[config.mk]
export PLATFORM = sky130hd
export DESIGN_NAME = lexicode_search
export DESIGN_NICKNAME = d
export VERILOG_FILES = /design/src/rtl/lexicode_search.sv
export SDC_FILE = /design/constraint.sdc
export NUM_CORES = 2
export LEC_CHECK = 0
export CAP_MARGIN = 20
export CORE_MARGIN = 2
export CORE_UTILIZATION = 50
export CTS_CLUSTER_SIZE = 24
export DETAILED_ROUTE_END_ITERATION = 8
export GPL_TIMING_DRIVEN = 1
export PLACE_DENSITY = 0.68
export SLEW_MARGIN = 20
export SYNTH_ARGS = -nofsm -noshare
export SYNTH_HDL_FRONTEND = slang
export SYNTH_SLANG_ARGS = --single-unit
[constraint.sdc]
create_clock -name clk -period 8.5 [get_ports clk]
set_clock_uncertainty 0.05 [all_clocks]
set_input_delay 1.7 -clock clk [delete_from_list [all_inputs] [get_ports clk]]
set_output_delay 1.7 -clock clk [all_outputs]
set_load 0.005 [all_outputs]
[src/rtl/lexicode_search.sv]
// Greedy lexicographic code search: accepts ascending candidates at distance >= min_dist from all prior codewords, then streams them.
// Optional LEXICODE_MIN_WEIGHT_EN adds the min_wt input, rejecting light candidates before any distance check.
module lexicode_search #(
  parameter int N     = 8,
  parameter int DEPTH = 256,
  parameter int AW    = $clog2(DEPTH),
  parameter int DW    = $clog2(N + 1)
) (
  input  logic          clk,
  input  logic          rst_n,
  input  logic          start,
  input  logic [DW-1:0] min_dist,
  input  logic [AW:0]   max_codes,
`ifdef LEXICODE_MIN_WEIGHT_EN
  input  logic [DW-1:0] min_wt,
`endif
  output logic          busy,
  output logic          done,
  output logic          overflow,
  output logic [AW:0]   code_count,
  output logic [N-1:0]  out_code,
  output logic [AW-1:0] out_index,
  output logic          out_valid,
  input  logic          out_ready
);

  typedef enum logic [3:0] {
    S_IDLE, S_CAND, S_RD, S_CMP, S_ACCEPT, S_NEXT, S_ORD, S_OVAL, S_FIN
  } state_t;

  localparam logic [N:0]  CAND_LAST = {1'b0, {N{1'b1}}};
  localparam logic [N:0]  CAND_ONE  = (N + 1)'(1);
  localparam logic [AW:0] CNT_ONE   = (AW + 1)'(1);
  localparam logic [AW:0] DEPTH_C   = (AW + 1)'(DEPTH);

  state_t        state_q, state_d;
  logic [N:0]    cand_q, cand_d;
  logic [AW:0]   idx_q, idx_d;
  logic [AW:0]   cnt_q, cnt_d;
  logic [DW-1:0] mdist_q, mdist_d;
  logic [AW:0]   maxc_q, maxc_d;
  logic          ovf_q, ovf_d;
`ifdef LEXICODE_MIN_WEIGHT_EN
  logic [DW-1:0] mwt_q, mwt_d;
`endif

  logic [N-1:0]  mem [DEPTH];
  logic [N-1:0]  ram_q;
  logic          ram_we, ram_re;
  logic [AW-1:0] ram_addr;
  logic          search_end;

  function automatic logic [DW-1:0] popcnt(input logic [N-1:0] v);
    logic [DW-1:0] s;
    s = '0;
    for (int unsigned i = 0; i < N; i++) s = s + DW'(v[i]);
    return s;
  endfunction

  always_comb begin
    state_d    = state_q;
    cand_d     = cand_q;
    idx_d      = idx_q;
    cnt_d      = cnt_q;
    mdist_d    = mdist_q;
    maxc_d     = maxc_q;
    ovf_d      = ovf_q;
`ifdef LEXICODE_MIN_WEIGHT_EN
    mwt_d      = mwt_q;
`endif
    ram_we     = 1'b0;
    ram_re     = 1'b0;
    ram_addr   = idx_q[AW-1:0];
    search_end = 1'b0;
    case (state_q)
      S_IDLE: begin
        if (start) begin
          mdist_d = (min_dist == '0) ? DW'(1) : min_dist;
          maxc_d  = max_codes;
`ifdef LEXICODE_MIN_WEIGHT_EN
          mwt_d   = min_wt;
`endif
          cand_d  = '0;
          cnt_d   = '0;
          ovf_d   = 1'b0;
          state_d = S_CAND;
        end
      end
      S_CAND: begin
        if (cnt_q == '0) begin
          state_d = S_ACCEPT;
        end else begin
          idx_d   = '0;
          state_d = S_RD;
        end
`ifdef LEXICODE_MIN_WEIGHT_EN
        // weight reject overrides either path chosen above
        if (popcnt(cand_q[N-1:0]) < mwt_q) state_d = S_NEXT;
`endif
      end
      S_RD: begin
        ram_re  = 1'b1;
        state_d = S_CMP;
      end
      S_CMP: begin
        if (popcnt(ram_q ^ cand_q[N-1:0]) < mdist_q) begin
          state_d = S_NEXT;
        end else if (idx_q == cnt_q - CNT_ONE) begin
          state_d = S_ACCEPT;
        end else begin
          idx_d   = idx_q + CNT_ONE;
          state_d = S_RD;
        end
      end
      S_ACCEPT: begin
        ram_we   = 1'b1;
        ram_addr = cnt_q[AW-1:0];
        cnt_d    = cnt_q + CNT_ONE;
        state_d  = S_NEXT;
      end
      S_NEXT: begin
        if (cand_q == CAND_LAST) begin
          search_end = 1'b1;
        end else if (maxc_q != '0 && cnt_q == maxc_q) begin
          search_end = 1'b1;
        end else if (cnt_q == DEPTH_C) begin
          ovf_d      = 1'b1;
          search_end = 1'b1;
        end else begin
          cand_d  = cand_q + CAND_ONE;
          state_d = S_CAND;
        end
        if (search_end) begin
          idx_d   = '0;
          state_d = S_ORD;
        end
      end
      S_ORD: begin
        if (idx_q == cnt_q) begin
          state_d = S_FIN;
        end else begin
          ram_re  = 1'b1;
          state_d = S_OVAL;
        end
      end
      S_OVAL: begin
        if (out_ready) begin
          idx_d   = idx_q + CNT_ONE;
          state_d = S_ORD;
        end
      end
      S_FIN:   state_d = S_IDLE;
      default: state_d = S_IDLE;
    endcase
  end

  always_ff @(posedge clk) begin
    if (!rst_n) begin
      state_q <= S_IDLE;
      cand_q  <= '0;
      idx_q   <= '0;
      cnt_q   <= '0;
      mdist_q <= '0;
      maxc_q  <= '0;
      ovf_q   <= 1'b0;
`ifdef LEXICODE_MIN_WEIGHT_EN
      mwt_q   <= '0;
`endif
    end else begin
      state_q <= state_d;
      cand_q  <= cand_d;
      idx_q   <= idx_d;
      cnt_q   <= cnt_d;
      mdist_q <= mdist_d;
      maxc_q  <= maxc_d;
      ovf_q   <= ovf_d;
`ifdef LEXICODE_MIN_WEIGHT_EN
      mwt_q   <= mwt_d;
`endif
    end
  end

  // ram_q only reloads on a read, so it holds the streamed word across stalls
  always_ff @(posedge clk) begin
    if (ram_we) mem[ram_addr] <= cand_q[N-1:0];
    if (ram_re) ram_q <= mem[ram_addr];
  end

  assign busy       = (state_q != S_IDLE);
  assign done       = (state_q == S_FIN);
  assign out_valid  = (state_q == S_OVAL);
  assign overflow   = ovf_q;
  assign code_count = cnt_q;
  assign out_code   = out_valid ? ram_q : '0;
  assign out_index  = out_valid ? idx_q[AW-1:0] : '0;

endmodule

==> flow_summary.yaml <==
setup_path:
  start_kind: "register"
  critPathRequiredTime_ns: 9.01
  path_buf_inv: 3
  reg2reg_depth: 11
  critPathMaxStageDelay_ns: 0.98
  timing.rr.start: "state_q[1]"
  reg2reg_setup_slack_ns: 2.39
  r2r-end: "ram_q[3]"
  cp_top_family: "simple AND/OR/NAND/NOR gates"
  end_kind: "register"
  path_cells: "or4b_1 -> buf_4 -> mux2_8 -> nor2_4 -> buf_12 -> buf_4 -> a32oi_1 -> nand4_1 -> a41oi_1 -> nor4_1 -> nand4_1"
  crit_type: "register to register"
  crit_arrival_ns: 6.62
  cp_max_fo: 62
  slowest_stage: "nor4_1"
yosys:
  netlist_top_cells_area: "edfxtp_1 (73%), nand2_1 (6.6%), nand3_1 (3.1%), mux4_2 (2.7%), mux2i_1 (1.8%)"
  yosysWarningCount: 0
  syn-num-nets: 5977
  synth_top_area_share_pct: 73.3
  synthArstFlopShare_pct: 0
  syn_inst: 5945
  synthTopCellsByCount: "edfxtp_1 (2056), nand2_1 (1489), nand3_1 (527)"
  synth_edf_count: 2056
  syn_avg_cell_area_um2: 14.2
  synth_cell_type_count: 74
  synth_seq_cells: 2101
  seq_area_frac_synth_pct: 74.3
  yosysMostFrequentCell: "edfxtp_1"
  synth_flop_cell: "edfxtp_1"
  synth.cell_area_um2: 84300
  yosys.area.top_type: "edfxtp_1"
final_layout:
  drive_gt1_share_pct: 8.69
  diodes: 0
  fin_cells: 8267
  fillers: 13000
  fin_util_pct: 55.5
  area_growth_pct: 10.2
  final_nets: 5932
  stdcell_area_um2: 92900
clock_tree:
  cts_buffer_depth: 3
  clk_latency_ns: 0.86
  cts-root-buf: "clkbuf_16"
  tritoncts: "done"
  clock_sinks: 2101
  cts_resized: 0
  cts_setup_buffers: 0
  cts_made_buffers: 198
  path_clk_slew_ns: 0.06
  htreeDepth: 4
  holdBufCountCts: 0
sta:
  setup_ws_ns: 2.39
  setup_viol: 0
  finalCriticalPeriod_ns: 6.11
  max_slew_margin_pct: 14.6
  post-route-period-util_pct: 71.9
  fin_setup_tns_ns: 0
  clock.fmax_mhz: 164
  finalHoldViolations: 0
  worst_pin_slew_ns: 1.27
  rsz0062_at_grt: "false"
  maxSlewViolCount: 0
route:
  first_pass_iters: 8
  wl_um: 222000
  via_per_inst: 6.19
  drc: 0
  wl_per_cell_um: 26.8
  drtIter0Drc: 7573
  via_count: 51200
  postRouteAntennaNets: 0
grt:
  antenna_found_initial: 5
  grt_overflow: 0
  busiest_layer: "met2"
  grt_usage_pct: 25.3
  grt_max_degree: 227
  grt_use_met2_pct: 38.3
  grt_pass1_wl_um: 324000
  grt_util_met1_pct: 36.7
  grt_pass1_vias: 48100
  use_met3_pct: 4.94
hold_path:
  hold_start: "overflow"
  holdPathEnd: "overflow"
  min_path_type: "register to register"
  hold_depth: 2
pwr:
  power_frac_seq_pct: 46.8
  powerDensity_nw_per_um2: 262
  switching_share_pct: 28.0
  power.leakage_nw: 30.0
  comb_power_share_pct: 17.4
  clock_power_share_pct: 35.8
  intPower_mw: 17.5
  peakVddDrop_mv: 0.281
  p_sw_mw: 6.82
placement:
  placed_area_um2: 86500
  io_buffers: 45
  dp_hpwl_um: 130000
  placed_cells: 7902
  place.gp.congestion: 0.893
  post-place-ws_ns: 2.60
die:
  core_um2: 167000
  die_w_um: 415
  start_util_pct: 50.4
  fp.dieH_um: 415
  dieArea_um2: 172000
  io_pins: 46
  rows: 150
flow_run:
  maxCapViolations: 0
status:
  outcome: "finished, final reports clean"
-- worst min-delay path: cells and delay by family (launching register included) --
family,cells,cell delay [ns]
flip-flops,1,0.34
AO/OA/AOI/OAI,1,0.04
AND/OR/NAND/NOR,1,0.07
-- power by group through the flow --
stage	Sequential [mW]	Clock (mW)	Combinational [mW]
2_1_floorplan	11.6	0	3.36
6_report	11.4	8.70	4.24
3_5_place_dp	11.6	0	4.19
3_3_place_gp	11.6	0	4.14
5_1_grt	11.4	9.15	4.61
4_1_cts	11.4	8.75	4.21
-- final cells by class --
cell class	instances	area, um2	share of cell area (%)
Clock buffer	238	5130	5.52
Clock inverter	125	1230	1.33
Inverter	13	48.8	0.0525
Multi-Input combinational cell	3438	19600	21.1
Sequential cell	2101	62700	67.5
Tap cell	2204	2760	2.97
Timing Repair Buffer	148	1450	1.56
-- worst max path at each step --
stage	start	to	slack [ns]	cells after the start
3_3_place_gp	state_q[1]	ram_q[3]	2.62	11
4_1_cts	state_q[1]	ram_q[3]	2.59	11
6_report	state_q[1]	ram_q[3]	2.39	11
5_1_grt	state_q[1]	ram_q[3]	2.15	11
2_1_floorplan	cand_q[1]	idx_q[7]	0.36	17
3_5_place_dp	state_q[1]	ram_q[3]	2.60	11
-- routing by layer --
layer | vias up | share of wire, %
met5 | - | 0.025
met4 | 8 | 3.5
met3 | 434 | 10
met2 | 2894 | 46
met1 | 25700 | 40
li1 | 22200 | -
-- kinds of logic (layout without fill, tap and decap cells) --
group / after synthesis / after routing / share of synthesized area (%)
AO/OA/AOI/OAI: 516 / 516 / 4.42
XOR/XNOR: 39 / 39 / 0.405
flip-flops: 2101 / 2101 / 74.3
buffers and inverters: 406 / 524 / 2.64
AND/OR/NAND/NOR: 2610 / 2610 / 13.3
adder cells (fa/ha/maj): 15 / 15 / 0.258
multiplexers: 258 / 258 / 4.61
-- flip-flops by register name, summed over array words and instances, names as in the netlist --
| signal | cells |
|---|---|
| overflow | 1 |
| maxc_q | 9 |
| mem | 2048 |
| mdist_q | 4 |
| ram_q | 8 |
| code_count | 9 |
| idx_q | 9 |
| cand_q | 9 |
| state_q | 4 |
-- stage by stage --
| step | power [mW] | hold WS (ns) |
|---|---|---|
| 6_report | 24.3 | 0.432 |
| 2_1_floorplan | 14.9 | 0.393 |
| 5_1_grt | 25.1 | 0.453 |
| 3_5_place_dp | 15.8 | 0.416 |
| 4_1_cts | 24.3 | 0.430 |
| 3_3_place_gp | 15.7 | 0.412 |
-- cells in the final DEF, fill, tap and decap left out, types with 16 or more instances in the layout --
cell type        count
o2111ai_1           26
edfxtp_1          2056
nor4_1              21
clkdlybuf4s50_1     45
clkbuf_16          199
bufinv_16           16
and3_1              65
a32oi_1            118
a22oi_1             19
o21ai_0             39
nand3_1            526
and2_1              22
buf_4               84
a21oi_1             65
mux2i_1            147
nand4_1            113
nor3_1              23
nand2_1           1489
mux4_2             101
xor2_1              17
a311oi_1            19
xnor2_1             22
nor2_1             288
clkinv_1            58
buf_12              16
clkbuf_1            39
dfxtp_1             37
a31oi_1             96
clkinv_2            26
a211oi_1            16
Note: power is estimated with default switching activity, not from simulation.
